--- src/rtl/inst_fetch_if.sv ---
// Fetch-stage bus: stall/redirect control, ROM request/response and the decode-facing outputs.
// master = fetch unit, slave = surrounding pipeline / ROM / test environment.
interface inst_fetch_if;
  logic        stall;
  logic        redirect_valid;
  logic [31:0] redirect_target;
  logic [31:0] rom_addr;
  logic [31:0] rom_data;
  logic        if_valid;
  logic [31:0] if_instr;
  logic [31:0] if_pc;
  logic [31:0] if_pc_plus4;
  logic        if_misalign;

  // Decode-facing contract: if_instr/if_pc are consumed only in cycles where if_valid=1;
  // stall=1 means decode did not take the word and the same word is presented again next cycle.
  modport master (
    input  stall, redirect_valid, redirect_target, rom_data,
    output rom_addr, if_valid, if_instr, if_pc, if_pc_plus4, if_misalign
  );

  modport slave (
    output stall, redirect_valid, redirect_target, rom_data,
    input  rom_addr, if_valid, if_instr, if_pc, if_pc_plus4, if_misalign
  );
endinterface

--- src/rtl/inst_fetch_unit.sv ---
// PC / fetch control in front of a synchronous ROM: replays on stall, squashes on redirect.
// Optional macro FETCH_MISALIGN_TRAP_EN: a misaligned redirect raises a sticky if_misalign and halts fetch.
module inst_fetch_unit #(
  parameter logic [31:0] RESET_PC   = 32'h0000_0000,
  parameter int          ADDR_WIDTH = 8
) (
  input logic         clock,
  input logic         reset,
  inst_fetch_if.master bus
);

  if (ADDR_WIDTH < 1 || ADDR_WIDTH > 30) begin : g_bad_addr_width
    $error("inst_fetch_unit: ADDR_WIDTH must be in 1..30");
  end

  logic [31:0] fetch_pc_q, fetch_pc_d;
  logic [31:0] resp_pc_q, resp_pc_d;
  logic        resp_valid_q, resp_valid_d;
  logic        misalign_q;
  logic [31:0] target_al;
  logic        target_bad;

  assign target_al  = {bus.redirect_target[31:2], 2'b00};
  assign target_bad = |bus.redirect_target[1:0];

`ifdef FETCH_MISALIGN_TRAP_EN
  logic misalign_d;
`else
  assign misalign_q = 1'b0;
`endif

  always_comb begin
    fetch_pc_d   = fetch_pc_q;
    resp_pc_d    = resp_pc_q;
    resp_valid_d = resp_valid_q;
`ifdef FETCH_MISALIGN_TRAP_EN
    misalign_d   = misalign_q;
`endif
    if (bus.redirect_valid) begin
      resp_pc_d    = target_al;
      fetch_pc_d   = target_al + 32'd4;
      resp_valid_d = 1'b1;
`ifdef FETCH_MISALIGN_TRAP_EN
      misalign_d   = target_bad;
`endif
    end else if (!bus.stall && !misalign_q) begin
      resp_pc_d    = fetch_pc_q;
      fetch_pc_d   = fetch_pc_q + 32'd4;
      resp_valid_d = 1'b1;
    end
  end

  always_ff @(posedge clock) begin
    if (reset) begin
      fetch_pc_q   <= RESET_PC;
      resp_pc_q    <= RESET_PC;
      resp_valid_q <= 1'b0;
    end else begin
      fetch_pc_q   <= fetch_pc_d;
      resp_pc_q    <= resp_pc_d;
      resp_valid_q <= resp_valid_d;
    end
  end

`ifdef FETCH_MISALIGN_TRAP_EN
  always_ff @(posedge clock) begin
    if (reset) misalign_q <= 1'b0;
    else       misalign_q <= misalign_d;
  end
`else
  logic unused_target_bad;
  assign unused_target_bad = target_bad;
`endif

  // Stall and trap both re-read the held word so rom_data stays aligned with resp_pc.
  always_comb begin
    if (reset)                     bus.rom_addr = RESET_PC;
    else if (bus.redirect_valid)   bus.rom_addr = target_al;
    else if (bus.stall || misalign_q) bus.rom_addr = resp_pc_q;
    else                           bus.rom_addr = fetch_pc_q;
  end

  assign bus.if_valid    = ~reset & resp_valid_q & ~bus.redirect_valid & ~misalign_q;
  assign bus.if_instr    = bus.rom_data;
  assign bus.if_pc       = reset ? RESET_PC : resp_pc_q;
  assign bus.if_pc_plus4 = bus.if_pc + 32'd4;
  assign bus.if_misalign = misalign_q;

endmodule

--- src/flat_wrapper.sv ---
// flat-port wrapper written by rule: the top's interface ports become plain ports
module inst_fetch_unit_flat 
#(
  parameter logic [31:0] RESET_PC   = 32'h0000_0000,
  parameter int          ADDR_WIDTH = 8
)
  (clock, reset, bus_stall, bus_redirect_valid, bus_redirect_target, bus_rom_data, bus_rom_addr, bus_if_valid, bus_if_instr, bus_if_pc, bus_if_pc_plus4, bus_if_misalign);
  inst_fetch_if bus_i ();
  input logic clock;
  input logic reset;
  input wire logic [$bits(bus_i.stall)-1:0] bus_stall;
  input wire logic [$bits(bus_i.redirect_valid)-1:0] bus_redirect_valid;
  input wire logic [$bits(bus_i.redirect_target)-1:0] bus_redirect_target;
  input wire logic [$bits(bus_i.rom_data)-1:0] bus_rom_data;
  output wire logic [$bits(bus_i.rom_addr)-1:0] bus_rom_addr;
  output wire logic [$bits(bus_i.if_valid)-1:0] bus_if_valid;
  output wire logic [$bits(bus_i.if_instr)-1:0] bus_if_instr;
  output wire logic [$bits(bus_i.if_pc)-1:0] bus_if_pc;
  output wire logic [$bits(bus_i.if_pc_plus4)-1:0] bus_if_pc_plus4;
  output wire logic [$bits(bus_i.if_misalign)-1:0] bus_if_misalign;
  assign bus_i.stall = bus_stall;
  assign bus_i.redirect_valid = bus_redirect_valid;
  assign bus_i.redirect_target = bus_redirect_target;
  assign bus_i.rom_data = bus_rom_data;
  assign bus_rom_addr = bus_i.rom_addr;
  assign bus_if_valid = bus_i.if_valid;
  assign bus_if_instr = bus_i.if_instr;
  assign bus_if_pc = bus_i.if_pc;
  assign bus_if_pc_plus4 = bus_i.if_pc_plus4;
  assign bus_if_misalign = bus_i.if_misalign;
  inst_fetch_unit #(.RESET_PC(RESET_PC), .ADDR_WIDTH(ADDR_WIDTH)) u_core (.clock(clock), .reset(reset), .bus(bus_i));
endmodule
--- config.mk ---
export PLATFORM = sky130hd
export DESIGN_NAME = inst_fetch_unit_flat
export DESIGN_NICKNAME = d
export VERILOG_FILES = /design/src/rtl/inst_fetch_if.sv /design/src/rtl/inst_fetch_unit.sv /design/src/flat_wrapper.sv
export SDC_FILE = /design/constraint.sdc
export NUM_CORES = 1
export LEC_CHECK = 0
export CAP_MARGIN = 10
export CORE_MARGIN = 2
export CORE_UTILIZATION = 48
export CTS_CLUSTER_DIAMETER = 80
export DETAILED_ROUTE_END_ITERATION = 10
export PLACE_DENSITY = 0.88
export SYNTH_ARGS = -nofsm -noshare
export SYNTH_HDL_FRONTEND = slang
export SYNTH_SLANG_ARGS = --single-unit
--- constraint.sdc ---
create_clock -name clock -period 6.66 [get_ports clock]
set_input_delay 1.332 -clock clock [delete_from_list [all_inputs] [get_ports clock]]
set_output_delay 1.332 -clock clock [all_outputs]
set_load 0.1 [all_outputs]
Word level (Yosys, flattened, before mapping)
Cells that the tools add are included.
Storage, ports and cells
  memory bits (writable): 0
  latch bits: 0
  output and inout port bits: 130
  flip-flop bits (word level): 65
  memories: 0
  logic and storage cells: 19
  input bits: 68
  ROM bits: 0
Cells by class
  add/subtract/negate cells: 3
  equality and inequality tests: 1
  order comparisons: 0
  div/mod/pow operators: 0
  bitwise operators: 4
  muxes and demuxes: 8
  shift operators: 0
  $mul: 0
  reduce and logical (&&, ||, !) cells: 0
Operator list (number)
  32-bit 2-to-1 mux: 6
  32-bit by 3-bit adder with 32-bit output, second input constant: 3
  1-bit AND: 2
  1-bit 2-to-1 mux: 2
  2-bit by 1-bit != test with 1-bit output, second input constant: 1
  1-bit inverter: 2

Depth between registers and ports, before layout
  word-level depth: 3
  depth in mapped cells: 12
  depth with buffers taken out: 7

Worst setup path after synthesis
Ideal clock, no wire load.
  path type: in2out
  start point: input reset
  end point: output bus_if_pc_plus4[30]
  path buffers: 3
  data arrival time: 5.971 ns
  data required time: 5.328 ns
  path slack: -0.643 ns
  cell stages on the path: 10
  cells stage by stage: clkbuf_1 clkbuf_1 clkbuf_1 nor2b_1 ha_1 nand2_1 nor2_1 nand4_1 nor3_1 xor2_1
On the way
  longest elaborated chain between the ends: 2
Ends and longest elaborated chain
  start: declaration: line flat_wrapper.sv:10  | input logic reset;
  32-bit 2-to-1 mux: line inst_fetch_unit.sv:85  | assign bus.if_pc = reset ? RESET_PC : resp_pc_q;
  named net bus_if_pc[3]: line flat_wrapper.sv:18  | output wire logic [$bits(bus_i.if_pc)-1:0] bus_if_pc;
  32-bit by 3-bit adder with 32-bit output: line inst_fetch_unit.sv:86  | assign bus.if_pc_plus4 = bus.if_pc + 32'd4;
  end: declaration: line flat_wrapper.sv:19  | output wire logic [$bits(bus_i.if_pc_plus4)-1:0] bus_if_pc_plus4;
The timed path passes the listed nets, and every way through them passes these cells.

Worst setup path in the final report
  start point: input bus_stall
  end point: output bus_rom_addr[26]
On the way
  longest elaborated chain between the ends: 3
Ends and longest elaborated chain
  start: declaration: line flat_wrapper.sv:11  | input wire logic [$bits(bus_i.stall)-1:0] bus_stall;
  32-bit 2-to-1 mux: line inst_fetch_unit.sv:79  | else if (bus.stall || misalign_q) bus.rom_addr = resp_pc_q;
  32-bit 2-to-1 mux: line inst_fetch_unit.sv:78  | else if (bus.redirect_valid) bus.rom_addr = target_al;
  32-bit 2-to-1 mux: line inst_fetch_unit.sv:77  | if (reset) bus.rom_addr = RESET_PC;
  end: declaration: line flat_wrapper.sv:15  | output wire logic [$bits(bus_i.rom_addr)-1:0] bus_rom_addr;
Every way passes these cells.

==> impl_metrics.ini <==
[clocking]
cts_max_level = 3
cts.hold.buffers_added = 0
postCtsSetupRepairBufs = 0
cts.path.max_buffers = 2
cts_resized = 0
clock_latency_ns = 0.36
cts_tree = built
root_buffer = clkbuf_8
cts_buffers = 9
clock-sinks = 63
clk_pin_slew_worst_paths_ns = 0.07

[drt]
firstDrtPassIters = 5
wire_per_inst_um = 17.5
wl_um = 15100
routed_via_density = 5.90
drt_first_iter_violations = 554
ant_nets = 0
vias = 5065
drc = 0

[synthesis]
yosysWarningCount = 0
synth_area_leaders = dfxtp_1 26%, xnor2_1 9.8%, nor2_1 7.4%
synth_edf_count = 0
dominantRegCellSynth = dfxtp_1
ys_ff_latch = 63
synth.most_common_cell = nor2_1
synth_top_area_cell = dfxtp_1
syn_avg_cell_area_um2 = 7.65
ys_types = 52
netlist_instances = 644
ys_top_cells_by_count = 97 x nor2_1, 63 x dfxtp_1, 55 x xnor2_1
synth_top_area_frac = 0.256
syn-num-nets = 714
synth_area_um2 = 4930
synthArstFlopShare = 0
ys_seq_area_frac = 0.256

[finish]
finalNonFillerCells = 859
area_growth_pct = 26.5
n_antenna_cell = 0
final_nets = 791
design_area_um2 = 6230
drive_above_1_share = 0.101

[power_and_ir_drop]
power_frac_seq = 0.351
finalPower_mw = 1.23
switching_share = 0.402
clockPowerShare = 0.317
intPower_mw = 0.737
power_switching_mw = 0.496
power.leakage_nw = 2.23
ir_worst_vdd_uv = 105
power_frac_comb = 0.332
powerDensity_nw_per_um2 = 198

[grt]
grt_usage = 0.268
grt_pass1_vias = 4740
grt_max_degree = 103
gr-total-overflow = 0
antenna_found_initial = 0
grt_pass1_wl_um = 24100

[sta]
hold_viol = 0
slew_violations = 0
rsz0062_at_grt = no
max_slew_margin = 0.303
fin_tns_setup_ns = 0
finClkSkew_ns = 0.0134
tightest_slew_ns = 1.04
finalSetupViolCount = 0
worst_slack_ns = 1.21
period_minus_slack_ns = 5.45
fin_crit_sh = 0.819
fmax_ghz = 0.183

[floorplanning]
dieHeight_um = 105
initial_core_util = 0.499
fp.dieArea_um2 = 11100
core_area_um2 = 9860
core.rowCount = 36
fp.dieW_um = 105
io_pins = 198

[placed_design]
place_ws_ns = 1.23
placed_area_um2 = 6000
place_inst = 843
gp_congestion = 0.978
dp_hpwl_um = 11200
portBuffers = 130

[run]
max_cap_viol_count = 0

[worst_setup_path]
cp_data_required_time_ns = 5.33
end_kind = primary output
criticalPathCategory = input port to primary output
crit_fanout = 43
arrival_ns = 4.12
cp-start-kind = input port

[hold_path]
hp-class = flop to flop

[status]
status = complete, no violations
==> cell usage in the layout (no fill, tap or decap), drive strengths merged, types with 4 or more instances in the layout <==
| cell | synthesis | layout |
|---|---|---|
| xor2 | 22 | 22 |
| mux2i | 33 | 33 |
| clkbuf | 24 | 10 |
| nand3 | 42 | 42 |
| nor2b | 31 | 31 |
| nand3b | 17 | 17 |
| nand2b | 5 | 5 |
| nor3 | 18 | 18 |
| and3 | 7 | 7 |
| a211oi | 10 | 10 |
| a22oi | 7 | 7 |
| clkdlybuf4s50 | 0 | 111 |
| mux2 | 6 | 6 |
| clkinv | 1 | 4 |
| o21ai | 19 | 19 |
| dfxtp | 63 | 63 |
| inv | 6 | 6 |
| xnor2 | 55 | 55 |
| nand4 | 17 | 17 |
| buf | 46 | 25 |
| a21oi | 41 | 41 |
| nor2 | 97 | 97 |
| nand2 | 37 | 37 |
| o22ai | 8 | 8 |
| nor4 | 6 | 6 |
==> per-layer routing <==
metal	share of wire	GRT usage	vias to the layer above
met5	0	0	-
met4	0.030	0.118	0
met3	0.091	0.0557	46
met2	0.46	0.425	264
met1	0.42	0.350	2398
li1	-	-	2357
==> power groups by stage <==
| stage | clock, mW | combinational [mW] | sequential, mW |
|---|---|---|---|
| finish | 0.391 | 0.409 | 0.433 |
| CTS | 0.391 | 0.407 | 0.431 |
| floorplan | 0 | 0.399 | 0.429 |
| global placement | 0 | 0.398 | 0.438 |
| global route | 0.410 | 0.427 | 0.436 |
| detailed placement | 0 | 0.405 | 0.440 |
==> critical path, stage by stage <==
cell and delay [ns]:
buf_2 0.74, buf_4 0.36, mux2i_1 0.10, nor2_1 0.13, a21oi_1 0.07, nor2_1 0.20, clkdlybuf4s50_1 1.16
==> metrics by stage <==
step / util / hold WS, ns
2_1_floorplan: - / 0.432
3_3_place_gp: 0.608 / 0.447
3_5_place_dp: 0.608 / 0.454
4_1_cts: 0.632 / 0.468
5_1_grt: 0.632 / 0.506
6_report: 0.632 / 0.463
==> final timing paths <==
check	from	to	slack [ns]	cells past startpoint
min	u_core.resp_valid_q	u_core.resp_valid_q	0.46	2
max reg2reg	u_core.fetch_pc_q[2]	u_core.fetch_pc_q[30]	4.07	7
min reg2reg	u_core.resp_valid_q	u_core.resp_valid_q	0.46	2
max	bus_stall	bus_rom_addr[26]	1.21	7
==> cell type report <==
cell class | instances | area (um^2)
timing repair buffer | 136 | 1290
sequential | 63 | 1260
fill | 794 | 3630
clock buffer | 10 | 138
tap | 133 | 166
multi-input combinational | 504 | 3250
inverter | 7 | 26.3
clock inverter | 6 | 93.8
==> logic make-up after synthesis <==
| family | Yosys count | share of synthesized area |
|---|---|---|
| AO/OA/AOI/OAI | 96 | 0.122 |
| XOR/XNOR | 77 | 0.137 |
| adder cells (fa/ha/maj) | 2 | 0.00508 |
| buffers and inverters | 77 | 0.0912 |
| flip-flops | 63 | 0.256 |
| multiplexers | 39 | 0.0808 |
| other | 1 | 0.000761 |
| AND/OR/NAND/NOR | 289 | 0.308 |
==> state kept, by name, summed over array words and instances (netlist names) <==
register,flops
u_core.resp_valid_q,1
u_core.fetch_pc_q,30
u_core.resp_pc_q,32
Note: power is estimated with default switching activity, not from simulation.
